<file path="src/rtl/cache_nway_ctrl_if.sv">
// Core request/response and refill handshake bundle for cache_nway_ctrl.
// master = requester/memory side, slave = cache controller.
interface cache_nway_ctrl_if #(
  parameter int ADDR_WIDTH = 11,
  parameter int DATA_WIDTH = 32
);
  logic                  req_valid;
  logic                  req_ready;
  logic [ADDR_WIDTH-1:0] req_addr;
  logic                  resp_valid;
  logic [DATA_WIDTH-1:0] resp_data;
  logic                  resp_hit;
  logic                  mem_req;
  logic [ADDR_WIDTH-1:0] mem_addr;
  logic                  mem_ack;
  logic [DATA_WIDTH-1:0] mem_data;

  modport master (
    output req_valid, req_addr, mem_ack, mem_data,
    input  req_ready, resp_valid, resp_data, resp_hit, mem_req, mem_addr
  );

  modport slave (
    input  req_valid, req_addr, mem_ack, mem_data,
    output req_ready, resp_valid, resp_data, resp_hit, mem_req, mem_addr
  );
endinterface

</file>
<file path="src/rtl/cache_nway_ctrl.sv">
// N-way set-associative read cache, true-LRU; hit response 2 cycles after accept, miss waits on mem_ack.
// req_ready drops for the whole transaction; optional hit/miss counters under CACHE_STATS_EN.
module cache_nway_ctrl #(
  parameter int ADDR_WIDTH = 11,
  parameter int DATA_WIDTH = 32,
  parameter int BLOCK_SIZE = 16,
  parameter int CACHE_SIZE = 256,
  parameter int NUM_WAYS   = 4
) (
  input  logic              clk,
  input  logic              rst,
  cache_nway_ctrl_if.slave  bus
`ifdef CACHE_STATS_EN
  ,
  output logic [15:0]       hit_count,
  output logic [15:0]       miss_count
`endif
);
  localparam int OFF_W    = $clog2(BLOCK_SIZE);
  localparam int NUM_SETS = CACHE_SIZE / (BLOCK_SIZE * NUM_WAYS);
  localparam int IDX_W    = $clog2(NUM_SETS);
  localparam int TAG_W    = ADDR_WIDTH - IDX_W - OFF_W;
  localparam int AGE_W    = $clog2(NUM_WAYS);
  localparam int LINE_W   = ADDR_WIDTH - OFF_W;

  typedef enum logic [1:0] {S_IDLE, S_LOOKUP, S_REFILL, S_RESP} state_t;

  state_t                r_state;
  logic [LINE_W-1:0]     r_line;
  logic                  r_valid [NUM_SETS][NUM_WAYS];
  logic [TAG_W-1:0]      r_tag   [NUM_SETS][NUM_WAYS];
  logic [DATA_WIDTH-1:0] r_data  [NUM_SETS][NUM_WAYS];
  logic [AGE_W-1:0]      r_age   [NUM_SETS][NUM_WAYS];

  logic                  r_req_ready;
  logic                  r_resp_valid;
  logic [DATA_WIDTH-1:0] r_resp_data;
  logic                  r_resp_hit;
  logic                  r_mem_req;
  logic [ADDR_WIDTH-1:0] r_mem_addr;

  logic [TAG_W-1:0]      w_tag;
  logic [IDX_W-1:0]      w_idx;
  logic                  w_hit;
  logic [AGE_W-1:0]      w_hit_way;
  logic                  w_have_inv;
  logic [AGE_W-1:0]      w_inv_way;
  logic [AGE_W-1:0]      w_lru_way;
  logic [AGE_W-1:0]      w_victim;
  logic [AGE_W-1:0]      w_acc_way;
  logic                  w_touch;

  assign w_tag = r_line[LINE_W-1 -: TAG_W];
  assign w_idx = r_line[IDX_W-1:0];

  always_comb begin
    w_hit      = 1'b0;
    w_hit_way  = '0;
    w_have_inv = 1'b0;
    w_inv_way  = '0;
    w_lru_way  = '0;
    for (int w = 0; w < NUM_WAYS; w++) begin
      if (!w_hit && r_valid[w_idx][w] && (r_tag[w_idx][w] == w_tag)) begin
        w_hit     = 1'b1;
        w_hit_way = AGE_W'(w);
      end
      if (!w_have_inv && !r_valid[w_idx][w]) begin
        w_have_inv = 1'b1;
        w_inv_way  = AGE_W'(w);
      end
      if (r_age[w_idx][w] == AGE_W'(NUM_WAYS - 1)) begin
        w_lru_way = AGE_W'(w);
      end
    end
  end

  assign w_victim  = w_have_inv ? w_inv_way : w_lru_way;
  assign w_acc_way = (r_state == S_LOOKUP) ? w_hit_way : w_victim;
  assign w_touch   = ((r_state == S_LOOKUP) && w_hit) ||
                     ((r_state == S_REFILL) && bus.mem_ack);

`ifdef CACHE_STATS_EN
  logic [15:0] r_hit_count;
  logic [15:0] r_miss_count;
  assign hit_count  = r_hit_count;
  assign miss_count = r_miss_count;
`endif

  always_ff @(posedge clk) begin
    if (rst) begin
      r_state      <= S_IDLE;
      r_line       <= '0;
      r_req_ready  <= 1'b1;
      r_resp_valid <= 1'b0;
      r_resp_data  <= '0;
      r_resp_hit   <= 1'b0;
      r_mem_req    <= 1'b0;
      r_mem_addr   <= '0;
      for (int s = 0; s < NUM_SETS; s++) begin
        for (int w = 0; w < NUM_WAYS; w++) begin
          r_valid[s][w] <= 1'b0;
          r_age[s][w]   <= AGE_W'(w);
        end
      end
`ifdef CACHE_STATS_EN
      r_hit_count  <= '0;
      r_miss_count <= '0;
`endif
    end else begin
      // Ages stay a permutation: only ways younger than the touched one move.
      if (w_touch) begin
        for (int w = 0; w < NUM_WAYS; w++) begin
          if (AGE_W'(w) == w_acc_way) begin
            r_age[w_idx][w] <= '0;
          end else if (r_age[w_idx][w] < r_age[w_idx][w_acc_way]) begin
            r_age[w_idx][w] <= r_age[w_idx][w] + 1'b1;
          end
        end
      end
      case (r_state)
        S_IDLE: begin
          if (bus.req_valid) begin
            r_line      <= bus.req_addr[ADDR_WIDTH-1:OFF_W];
            r_req_ready <= 1'b0;
            r_state     <= S_LOOKUP;
          end
        end
        S_LOOKUP: begin
          if (w_hit) begin
            r_resp_data  <= r_data[w_idx][w_hit_way];
            r_resp_hit   <= 1'b1;
            r_resp_valid <= 1'b1;
            r_state      <= S_RESP;
`ifdef CACHE_STATS_EN
            if (r_hit_count != 16'hFFFF) r_hit_count <= r_hit_count + 16'd1;
`endif
          end else begin
            r_mem_req  <= 1'b1;
            r_mem_addr <= {r_line, {OFF_W{1'b0}}};
            r_state    <= S_REFILL;
`ifdef CACHE_STATS_EN
            if (r_miss_count != 16'hFFFF) r_miss_count <= r_miss_count + 16'd1;
`endif
          end
        end
        S_REFILL: begin
          if (bus.mem_ack) begin
            r_valid[w_idx][w_victim] <= 1'b1;
            r_tag[w_idx][w_victim]   <= w_tag;
            r_data[w_idx][w_victim]  <= bus.mem_data;
            r_resp_data              <= bus.mem_data;
            r_resp_hit               <= 1'b0;
            r_resp_valid             <= 1'b1;
            r_mem_req                <= 1'b0;
            r_state                  <= S_RESP;
          end
        end
        S_RESP: begin
          r_resp_valid <= 1'b0;
          r_req_ready  <= 1'b1;
          r_state      <= S_IDLE;
        end
        default: r_state <= S_IDLE;
      endcase
    end
  end

  assign bus.req_ready  = r_req_ready;
  assign bus.resp_valid = r_resp_valid;
  assign bus.resp_data  = r_resp_data;
  assign bus.resp_hit   = r_resp_hit;
  assign bus.mem_req    = r_mem_req;
  assign bus.mem_addr   = r_mem_addr;
endmodule

</file>
<file path="src/flat_wrapper.sv">
// flat-port wrapper written by rule: the top's interface ports become plain ports
module cache_nway_ctrl_flat 
#(
  parameter int ADDR_WIDTH = 11,
  parameter int DATA_WIDTH = 32,
  parameter int BLOCK_SIZE = 16,
  parameter int CACHE_SIZE = 256,
  parameter int NUM_WAYS   = 4
)
  (clk, rst, bus_req_valid, bus_req_addr, bus_mem_ack, bus_mem_data, bus_req_ready, bus_resp_valid, bus_resp_data, bus_resp_hit, bus_mem_req, bus_mem_addr);
  cache_nway_ctrl_if #(.ADDR_WIDTH(ADDR_WIDTH), .DATA_WIDTH(DATA_WIDTH)) bus_i ();
  input  logic clk;
  input  logic rst;
  input wire logic [$bits(bus_i.req_valid)-1:0] bus_req_valid;
  input wire logic [$bits(bus_i.req_addr)-1:0] bus_req_addr;
  input wire logic [$bits(bus_i.mem_ack)-1:0] bus_mem_ack;
  input wire logic [$bits(bus_i.mem_data)-1:0] bus_mem_data;
  output wire logic [$bits(bus_i.req_ready)-1:0] bus_req_ready;
  output wire logic [$bits(bus_i.resp_valid)-1:0] bus_resp_valid;
  output wire logic [$bits(bus_i.resp_data)-1:0] bus_resp_data;
  output wire logic [$bits(bus_i.resp_hit)-1:0] bus_resp_hit;
  output wire logic [$bits(bus_i.mem_req)-1:0] bus_mem_req;
  output wire logic [$bits(bus_i.mem_addr)-1:0] bus_mem_addr;
  assign bus_i.req_valid = bus_req_valid;
  assign bus_i.req_addr = bus_req_addr;
  assign bus_i.mem_ack = bus_mem_ack;
  assign bus_i.mem_data = bus_mem_data;
  assign bus_req_ready = bus_i.req_ready;
  assign bus_resp_valid = bus_i.resp_valid;
  assign bus_resp_data = bus_i.resp_data;
  assign bus_resp_hit = bus_i.resp_hit;
  assign bus_mem_req = bus_i.mem_req;
  assign bus_mem_addr = bus_i.mem_addr;
  cache_nway_ctrl #(.ADDR_WIDTH(ADDR_WIDTH), .DATA_WIDTH(DATA_WIDTH), .BLOCK_SIZE(BLOCK_SIZE), .CACHE_SIZE(CACHE_SIZE), .NUM_WAYS(NUM_WAYS)) u_core (.clk(clk), .rst(rst), .bus(bus_i));
endmodule
</file>
<file path="config.mk">
export PLATFORM = sky130hd
export DESIGN_NAME = cache_nway_ctrl_flat
export DESIGN_NICKNAME = d
export VERILOG_FILES = /design/src/rtl/cache_nway_ctrl_if.sv /design/src/rtl/cache_nway_ctrl.sv /design/src/flat_wrapper.sv
export SDC_FILE = /design/constraint.sdc
export NUM_CORES = 1
export LEC_CHECK = 0
export BUFFER_PORTS_ARGS = -buffer_cell sky130_fd_sc_hd__clkbuf_2
export CAP_MARGIN = 20
export CORE_MARGIN = 1.5
export CORE_UTILIZATION = 45
export CTS_CLUSTER_SIZE = 16
export DETAILED_ROUTE_END_ITERATION = 12
export GPL_TIMING_DRIVEN = 0
export HOLD_SLACK_MARGIN = 0.06
export PLACE_DENSITY = 0.67
export SLEW_MARGIN = 20
export SYNTH_ARGS = -nofsm -noshare
export SYNTH_HDL_FRONTEND = slang
export SYNTH_SLANG_ARGS = --single-unit
</file>
<file path="constraint.sdc">
create_clock -name clk -period 14.7 [get_ports clk]
set_input_delay 2.205 -clock clk [delete_from_list [all_inputs] [get_ports clk]]
set_output_delay 2.205 -clock clk [all_outputs]
set_load 0.005 [all_outputs]
</file>
# Word-level counts from Yosys, hierarchy flattened
# Memory sizes are Yosys's and may differ from the RTL's. A register that Yosys moved wholly into a read port is not among the register bits.
# Index checks and enable logic that the tools add are counted.
# op_classes
magnitude_cmp	8
mux	109
n_bitwise	8
n_reduce_logical	36
eq_ne	17
add_sub_neg	4
# op_table
cell	n
2-to-1 mux 32 bit	5
2-to-1 mux 128 bit	1
binary-select mux 32 bit (select 2 bit)	1
demux 32 bit (select 2 bit)	1
case mux 32 bit (2 select lines)	1
2-to-1 mux 1 bit	59
2-to-1 mux 2 bit	26
equality test 5 bit	4
2-to-1 mux 20 bit	1
2-to-1 mux 4 bit	4
logical AND 1 bit	13
demux 5 bit (select 2 bit)	1
equality test 2 bit (second input constant)	5
>= comparator 3 bit (second input constant)	3
inverter 2 -> 3 bit	3
AND reduction 3 bit	3
adder 2 x 1 -> 2 bit (second input constant)	4
logical NOT 1 bit	8
< comparator 2 bit	4
2-to-1 mux 8 bit	1
case mux 2 bit (4 select lines)	1
AND reduction 2 bit	4
OR reduction 8 bit	1
!= test 2 bit (second input constant)	3
17 further kinds	25
# totals
word_cells	194
ramBits	640
input_bits	47
output_inout_bits	47
n_memories	4
regBits	52
# mem_list
memory	words	width	read_ports	rd_clocked_by_memory_dff	wr	line_no	rtl
u_core.r_data	4	128	1	1	1	cache_nway_ctrl.sv:32	logic [DATA_WIDTH-1:0] r_data [NUM_SETS][NUM_WAYS];
u_core.r_tag	4	20	1	1	1	cache_nway_ctrl.sv:31	logic [TAG_W-1:0] r_tag [NUM_SETS][NUM_WAYS];
u_core.r_age	4	8	1	1	4	cache_nway_ctrl.sv:33	logic [AGE_W-1:0] r_age [NUM_SETS][NUM_WAYS];
u_core.r_valid	4	4	1	1	4	cache_nway_ctrl.sv:30	logic r_valid [NUM_SETS][NUM_WAYS];

# Depth between registers and ports, before layout
# Gate-level depths: netlist of the first run.
# logic_depth
depth_word	29
ltp_mapped	17
mapped_depth_nobuf	12

# Least setup slack after synthesis of the first run
# OpenSTA, ideal clock, no wires.
# synth_path
kind	register to register
start	reg with a tool-made name
end	mem u_core.r_data[0][64] (netlist bit) (enable)
arrival_ps	4345
setup_time_ps	433
path_stages_with_launch	12
path_buffers	4
setup_slack_ps	9922
t_required_ps	14267
period_less_slack_ps	4778
path_cell_list	dfxtp_1 -> buf_6 -> buf_6 -> buf_2 -> mux4_2 -> buf_4 -> ha_1 -> nand2b_1 -> o311ai_0 -> nor3b_1 -> o21ai_0 -> nor2_1
# synth_rtl
element	line_no
to (decl)	cache_nway_ctrl.sv:32

==> results.json, run 1 <==
{
  "run_status": "finished clean",
  "vias_per_cell": 5.915,
  "stdcell_area_um2": 32260,
  "critPathLaunchType": "flop",
  "die_h_um": 250.7,
  "skew_ns": 0.03428,
  "numCtsBuffers": 71,
  "cp-end-kind": "flop",
  "swShare": 0.2626,
  "synthCells": 1486,
  "stdcell_count": 2518,
  "io_buffers": 84,
  "clockRootBuffer": "clkbuf_16",
  "hold_buffers": 0,
  "reg2reg_depth": 16,
  "ff2ff_setup_slack_ns": 9.43,
  "antenna_found_initial": 3,
  "setup_tns_ns": 0,
  "firstDrtPassIters": 6,
  "grt_pass1_wl_um": 97570,
  "wl_um": 66110,
  "syn_area_um2": 27600,
  "synth-async-reset-ratio": 0,
  "synth_top_area_cell": "edfxtp_1",
  "routedWlPerCell_um": 26.26,
  "finalHoldViolations": 0,
  "internal_power_mw": 3.616,
  "min_period_ns": 5.267,
  "cp_common_cell": "buf_2",
  "critPathArrivalTime_ns": 5.53,
  "multi_input_area_um2": 7124,
  "insertion_delay_ns": 0.61,
  "core_area_um2": 60470,
  "num_rows": 90,
  "irDropWorstVdd_uv": 88.65,
  "r2r_end": "u_core.r_age[2][5]$_SDFFCE_PN0P_",
  "grt_overflow": 0,
  "clockBufferDepth": 3,
  "combPwrFrac": 0.169,
  "ys_seq_area_frac": 0.7296,
  "drive_above_1_share": 0.2679,
  "finalSetupViolCount": 0,
  "synth_edf_count": 624,
  "tightest_slew_ns": 1.068,
  "initial_core_util": 0.4564,
  "drv_slew": 0,
  "synth_top_area_frac": 0.6789,
  "h-tree-depth": 3,
  "switching_power_mw": 1.288,
  "gp_congestion": 0.8248,
  "placed_area_um2": 29910,
  "nFillCells": 4643,
  "via_count": 14893,
  "first_global_vias": 15182,
  "cts.clk_slew.worst_paths_ns": 0.06,
  "worstHoldEndpoint": "u_core.r_valid[2][1]$_DFF_P_",
  "ys_dominant_reg_cell": "edfxtp_1",
  "cpMaxStageDelayCell": "buf_1",
  "ys_ff_latch": 694,
  "ys_types": 59,
  "max_freq_mhz": 189.8,
  "yosysWarningCount": 0,
  "rsz0062_at_grt": "false",
  "relSlewSlack": 0.2882,
  "powerDensity_nw_per_um2": 152.0,
  "path_class": "reg -> reg",
  "dieArea_um2": 62830,
  "syn_avg_cell_area_um2": 18.57,
  "pwr-share-seq": 0.461,
  "p_leak_nw": 10.58,
  "post_cts_buffers": 0,
  "nets": 1733,
  "seq_area_um2": 20140,
  "critical-path-top-delay-family": "compound AO/OA/AOI/OAI gates",
  "path_depth": 16,
  "hold_depth": 1,
  "final_common_cell": "edfxtp_1",
  "pwr-share-clk": 0.370,
  "area_growth_pct": 16.89,
  "worstHoldStart": "u_core.r_valid[2][1]$_DFF_P_",
  "gr-usage-all-layers": 0.2129,
  "place_hpwl_um": 42270,
  "cts_repair_resize_count": 0,
  "ant_nets": 0,
  "diodes": 0,
  "cp_max_fo": 10,
  "dieWidth_um": 250.7,
  "cpPeakStageDelay_ns": 0.60,
  "drv_cap": 0,
  "required_ns": 14.96,
  "crit_chain": "buf_2, buf_2, buf_1, mux4_2, buf_4, ha_1, nand2b_1, o311ai_0, nor2_1, o21ba_2, buf_2, o21ai_0, o32ai_1, a211oi_1, a2bb2oi_1, a21boi_0",
  "synthTopCellsByArea": "edfxtp_1 68%, mux4_2 13%, dfxtp_1 5.1%, mux2i_1 1.9%, mux2_2 1.4%",
  "cts_tree": "built",
  "boundaryPins": 94,
  "drc": 0,
  "place_inst": 2387,
  "drt-initial-drc-count": 1525,
  "finalCritPeriodShare": 0.3583,
  "hp-class": "reg -> reg",
  "cts.sinks": 694,
  "crit_buf_inv": 5,
  "grt_max_degree": 20,
  "layout_common_cells": "624 x edfxtp_1, 156 x mux4_2, 90 x nand2_1"
}
## cells by family after synthesis
logic type,after synthesis,share of synthesized area
AND/OR/NAND/NOR,249,0.03885
AO/OA/AOI/OAI,164,0.04411
flip-flops,694,0.7296
multiplexers,243,0.1604
XOR/XNOR,16,0.005077
other,1,0.0001359
adder cells (fa/ha/maj),11,0.004760
buffers and inverters,108,0.01700
## synth_stat cells, drive strengths merged (13+ instances only)
library cell,n
o211ai,40
mux2,35
mux4,156
inv,13
a311oi,32
nand2b,13
clkbuf,58
nor2,101
xnor2,16
buf,35
nand3,15
a21o,24
dfxtp,70
edfxtp,624
nand2,90
a21oi,24
mux2i,52
## registers in the layout, indices dropped and copies added (netlist names), named ones only
name and flops:
u_core.bus.resp_hit 1, u_core.r_line 7, u_core.r_state 2, u_core.r_age 32
u_core.bus.mem_addr 7, u_core.r_data 512, u_core.bus.resp_valid 1, u_core.r_valid 16
u_core.r_tag 80, u_core.bus.resp_data 32, u_core.bus.req_ready 1, u_core.bus.mem_req 1
## area by class of cell
cell class / instances / area share
multi-input cells: 687 / 0.2208
clock inverters: 29 / 0.009617
well taps: 782 / 0.03033
inverters: 15 / 0.001745
flip-flops and latches: 694 / 0.6242
repair buffers: 116 / 0.03723
clock buffers: 102 / 0.06313
plain buffers: 93 / 0.01295
## metal layers
layer  part of all wire  track usage  vias up
met5            0.00062            0        -
met4              0.025      0.07238        6
met3              0.078      0.03928      113
met2               0.48       0.3402      664
met1               0.42       0.2961     7742
li1                   -            -     6368
## power groups by stage
stage / sequential, mW / clock, mW / combinational, mW
after floorplan: 2.29 / 0 / 0.543
after CTS: 2.26 / 1.84 / 0.827
final: 2.26 / 1.81 / 0.828
after detailed placement: 2.31 / 0 / 0.823
after global routing: 2.27 / 1.91 / 0.892
after global placement: 2.30 / 0 / 0.797
## metrics by stage
step,total power [mW],setup slack (ns),hold WS (ns),utilization
after detailed placement,3.128,9.495,0.4352,0.4947
after global routing,5.072,9.163,0.4681,0.5336
after CTS,4.933,9.469,0.4488,0.5335
after global placement,3.100,7.082,0.4287,0.4798
after floorplan,2.830,9.922,0.4211,-
final,4.904,9.433,0.4523,0.5336
## how the worst max path moves through the flow
stage	from	endpoint
2_1_floorplan	flop	u_core.r_data[0][64]$_DFFE_PP_
3_3_place_gp	flop	u_core.r_data[2][80]$_DFFE_PP_
3_5_place_dp	flop	u_core.r_data[3][69]$_DFFE_PP_
4_1_cts	flop	u_core.r_data[2][79]$_DFFE_PP_
5_1_grt	flop	u_core.r_age[2][5]$_SDFFCE_PN0P_
6_report	flop	u_core.r_age[2][5]$_SDFFCE_PN0P_
No activity file was read; power rests on OpenSTA's default activity.
==> inputs of run 2 (changes only) <==
Settings changed: PLACE_DENSITY 0.67 to 0.69.
Clock period 14.7 ns to 4.4 ns, I/O delays scaled along.
==> results.json, run 2 (synthesized netlist as in run 1, its figures left out) <==
{
  "run_status": "finished clean",
  "cp_max_fo": 10,
  "firstDrtPassIters": 5,
  "drive_above_1_share": 0.2833,
  "drc": 0,
  "tightest_slew_ns": 1.064,
  "required_ns": 4.71,
  "p_leak_nw": 10.66,
  "hp-class": "in -> reg",
  "skew_ns": 0.03168,
  "insertion_delay_ns": 0.61,
  "finalCritPeriodShare": 0.9880,
  "critPathLaunchType": "flop",
  "r2r_end": "u_core.r_age[2][6]$_SDFFCE_PN0P_",
  "nets": 1739,
  "worstHoldStart": "bus_req_addr[10]",
  "grt_max_degree": 20,
  "cp-end-kind": "flop",
  "io_buffers": 84,
  "boundaryPins": 94,
  "hold_buffers": 0,
  "drt-initial-drc-count": 1708,
  "vias_per_cell": 5.975,
  "numCtsBuffers": 72,
  "place_hpwl_um": 42590,
  "design_power_total_mw": 16.52,
  "layout_common_cells": "624 x edfxtp_1, 156 x mux4_2, 89 x clkbuf_2, 89 x nand2_1",
  "drv_slew": 0,
  "grt_pass1_wl_um": 97910,
  "path_class": "reg -> reg",
  "num_rows": 90,
  "powerDensity_nw_per_um2": 509.0,
  "antenna_found_initial": 4,
  "cts.clk_slew.worst_paths_ns": 0.06,
  "final_common_cell": "edfxtp_1",
  "first_global_vias": 15352,
  "area_growth_pct": 17.57,
  "via_count": 15081,
  "clockBufferDepth": 3,
  "initial_core_util": 0.4564,
  "finalSetupViolCount": 0,
  "reg_top3": "u_core.r_data x512, u_core.r_tag x80",
  "gr-usage-all-layers": 0.2132,
  "dieWidth_um": 250.7,
  "h-tree-depth": 3,
  "reg2reg_depth": 17,
  "largest_register": "u_core.r_data",
  "routedWlPerCell_um": 26.29,
  "irDropWorstVdd_uv": 257.0,
  "dieArea_um2": 62830,
  "relSlewSlack": 0.2904,
  "die_h_um": 250.7,
  "cts_tree": "built",
  "clockRootBuffer": "clkbuf_16",
  "cts.sinks": 694,
  "critPathCapture": "u_core.r_age[2][6]$_SDFFCE_PN0P_",
  "ff2ff_setup_slack_ns": 0.05,
  "gp_congestion": 0.8194,
  "finalHoldViolations": 0,
  "core_area_um2": 60470,
  "critPathArrivalTime_ns": 4.66,
  "rsz0062_at_grt": "true",
  "max_freq_mhz": 230.0,
  "largest_register_ffs": 512,
  "wl_um": 66360,
  "min_period_ns": 4.347,
  "ant_nets": 0,
  "fin_util": 0.5367,
  "drv_cap": 0,
  "grt_overflow": 0
}
[run 2: per-layer routing]
| metal | track usage | up-vias | part of all wire |
|---|---|---|---|
| li1 | - | 6395 | - |
| met1 | 0.2927 | 7857 | 0.41 |
| met2 | 0.3429 | 685 | 0.48 |
| met3 | 0.03835 | 140 | 0.078 |
| met4 | 0.07827 | 4 | 0.028 |
| met5 | 0 | - | 0.00035 |
[run 2: worst min-delay path by stage]
stage | endpoint | slack (ns) | cells past startpoint
2_1_floorplan | u_core.r_valid[2][0]$_DFF_P_ | 0.42 | 1
3_3_place_gp | u_core.r_valid[2][1]$_DFF_P_ | 0.43 | 1
3_5_place_dp | u_core.r_valid[2][2]$_DFF_P_ | 0.43 | 1
4_1_cts | u_core.r_line[6]$_SDFFE_PP0P_ | 0.29 | 3
5_1_grt | u_core.r_line[5]$_SDFFE_PP0P_ | 0.32 | 3
6_report | u_core.r_line[6]$_SDFFE_PP0P_ | 0.30 | 3
[run 2: timing repair]
action	in CTS	in global routing
gates resized for setup	22	17
pin swaps	0	4
setup endpoints to repair	552	136
setup buffers	0	5
[run 2: per-stage QoR]
| step | TNS [ns] | area (um2) | instances | setup WS [ns] | hold WS (ns) |
|---|---|---|---|---|---|
| CTS | 0 | 32340 | 2517 | 0.01829 | 0.2875 |
| global route | -0.1157 | 32450 | 2524 | -0.03056 | 0.3176 |
| finish | 0 | 32450 | 2524 | 0.05266 | 0.2961 |
| global placement | -1235.86 | 29030 | 2355 | -3.161 | 0.4273 |
| floorplan | -56.47 | 27630 | 1489 | -0.3780 | 0.4211 |
| detailed placement | -111.64 | 29930 | 2387 | -0.6751 | 0.4336 |
[run 2: report_power, final]
part           internal [mW]  switching [mW]  total [mW]
registers               7.40           0.155        7.56
clock network           3.64            2.49        6.13
logic                   1.14            1.70        2.84
[run 2: area by class of cell]
class	instances	area, um2
diodes	2	5.005
clock buffers	98	1982
repair buffers	121	1256
fillers	4571	28020
clock inverters	32	384.1
multi-input cells	687	7189
plain buffers	93	460.4
inverters	15	56.30
flip-flops and latches	694	20140
well taps	782	978.4
[run 2: worst max-delay path: stages (launching register included)]
cell and delay [ns]:
dfxtp_1 0.34, buf_6 0.15, buf_12 0.15, buf_12 0.15, mux4_2 0.49, buf_4 0.18, ha_1 0.23, nand2b_1 0.19
o211a_1 0.29, nor2_4 0.18, a21o_1 0.18, nor2_2 0.06, buf_6 0.16, mux2i_1 0.14, o32a_1 0.37, maj3_2 0.32
and3_2 0.26, nor2_2 0.18
==> inputs of run 3 (changes only) <==
Settings changed: CELL_PAD_IN_SITES_DETAIL_PLACEMENT set to 0, CELL_PAD_IN_SITES_GLOBAL_PLACEMENT set to 2, CORE_UTILIZATION 45 to 43, PLACE_DENSITY 0.69 to 0.81.
==> results.json, run 3 (synthesized netlist as in run 1, its figures left out) <==
{
  "run_status": "finished clean",
  "gp_congestion": 0.8551,
  "crit_chain": "buf_6, buf_12, buf_12, mux4_2, buf_4, ha_1, nand2b_1, o211a_1, nor2_4, a21o_1, nor2_2, buf_6, mux2i_1, o32a_1, maj3_2, or3_4, nor2_2",
  "design_power_total_mw": 16.61,
  "largest_register": "u_core.r_data",
  "vias_per_cell": 5.726,
  "finalSetupViolCount": 0,
  "layout_common_cells": "624 x edfxtp_1, 156 x mux4_2, 89 x nand2_1, 89 x clkbuf_2, 77 x clkbuf_16",
  "finalCritPeriodShare": 0.9699,
  "firstDrtPassIters": 6,
  "skew_ns": 0.02647,
  "drv_cap": 0,
  "hp-class": "in -> reg",
  "cpPeakStageDelay_ns": 0.50,
  "die_h_um": 256.4,
  "h-tree-depth": 3,
  "dieArea_um2": 65720,
  "insertion_delay_ns": 0.62,
  "finalHoldViolations": 0,
  "io_buffers": 84,
  "use_met1": 0.2878,
  "clockRootBuffer": "clkbuf_16",
  "nets": 1754,
  "num_rows": 92,
  "nFillCells": 5109,
  "gr-usage-all-layers": 0.2065,
  "area_growth_pct": 18.58,
  "largest_register_ffs": 512,
  "crit_buf_inv": 5,
  "via_count": 14917,
  "setup_tns_ns": 0,
  "critPathArrivalTime_ns": 4.71,
  "critical-path-top-delay-family": "simple AND/OR/NAND/NOR gates",
  "grt-busiest-layer": "met2",
  "cp_max_fo": 10,
  "cpMaxStageDelayCell": "mux4_2",
  "use_met3": 0.04013,
  "drt-initial-drc-count": 1373,
  "max_freq_mhz": 234.3,
  "final_common_cell": "edfxtp_1",
  "cts.sinks": 694,
  "relSlewSlack": 0.3059,
  "antenna_found_initial": 4,
  "place_hpwl_um": 43600,
  "dieWidth_um": 256.4,
  "powerDensity_nw_per_um2": 507.4,
  "routedWlPerCell_um": 25.89,
  "first_global_vias": 15359,
  "use_met2": 0.3301,
  "drv_slew": 0,
  "reg_top3": "u_core.r_data x512, u_core.r_tag x80",
  "diodes": 0,
  "multi_input_area_um2": 7212,
  "cts_tree": "built",
  "min_period_ns": 4.267,
  "clockBufferDepth": 3,
  "grt_pass1_wl_um": 99800,
  "grt_overflow": 0,
  "numCtsBuffers": 74,
  "drive_above_1_share": 0.2877,
  "path_class": "reg -> reg",
  "boundaryPins": 94,
  "p_leak_nw": 10.77,
  "core_area_um2": 63310,
  "required_ns": 4.84,
  "cp-end-kind": "flop",
  "drc": 0,
  "seq_area_um2": 20140,
  "ant_nets": 0,
  "irDropWorstVdd_uv": 290.6,
  "grt_max_degree": 20,
  "cts.clk_slew.worst_paths_ns": 0.06,
  "wl_um": 67450,
  "tightest_slew_ns": 1.041,
  "initial_core_util": 0.4360,
  "critPathLaunchType": "flop"
}
## run 3: repair_timing
item	4_1_cts	5_1_grt
setup buffers	11	6
hold buffers	0	0
resized for setup	23	23
gates cloned	0	0
pin swaps	6	1
setup endpoints to repair	542	156
## run 3: layout make-up
| class | count | share of cell area |
|---|---|---|
| multi-input combinational | 687 | 0.2204 |
| inverter | 15 | 0.001720 |
| sequential | 694 | 0.6154 |
| timing repair buffer | 134 | 0.04198 |
| clock buffer | 101 | 0.06346 |
| clock inverter | 35 | 0.01074 |
| tap | 846 | 0.03234 |
| buffer | 93 | 0.01403 |
## run 3: power breakdown
part           switching, mW  internal (mW)  leakage, nW
Clock                   2.53           3.67         1.18
Sequential             0.150           7.40         6.18
Combinational           1.70           1.15         3.41
Total                   4.39           12.2         10.8
## run 3: worst reg2reg max path: cells and delay by family (launching register included)
family / cells / cell delay (ns)
mux: 2 / 0.67
buf+inv: 5 / 0.81
compound gates: 3 / 0.82
flops: 1 / 0.32
fa+ha+maj: 2 / 0.57
simple gates: 5 / 0.92
## run 3: worst paths after layout
path | startpoint | end | slack (ns) | cells after the start
setup / recovery | flop | u_core.r_age[2][6]$_SDFFCE_PN0P_ | 0.13 | 17
hold / removal | bus_req_addr[7] | u_core.r_line[3]$_SDFFE_PP0P_ | 0.28 | 3
setup reg to reg | flop | u_core.r_age[2][6]$_SDFFCE_PN0P_ | 0.13 | 17
hold reg to reg | u_core.r_valid[2][0]$_DFF_P_ | u_core.r_valid[2][0]$_DFF_P_ | 0.45 | 1
## run 3: per-layer routing
metal | vias up | wire, um
met5 | - | 51
met2 | 585 | 32460
li1 | 6418 | -
met4 | 8 | 1660
met3 | 119 | 4605
met1 | 7787 | 28670
## run 3: metrics by stage
| step | utilization | worst slack [ns] | cell area, um2 | cells | hold WS [ns] |
|---|---|---|---|---|---|
| 6_report | 0.5170 | 0.1325 | 32730 | 2605 | 0.2848 |
| 5_1_grt | 0.5170 | -0.02343 | 32730 | 2605 | 0.2726 |
| 4_1_cts | 0.5147 | -0.01198 | 32590 | 2598 | 0.2564 |
| 3_5_place_dp | 0.4738 | -0.7801 | 30000 | 2451 | 0.4356 |
| 3_3_place_gp | 0.4598 | -3.211 | 29110 | 2419 | 0.4276 |
| 2_1_floorplan | - | -0.3780 | 27630 | 1489 | 0.4211 |
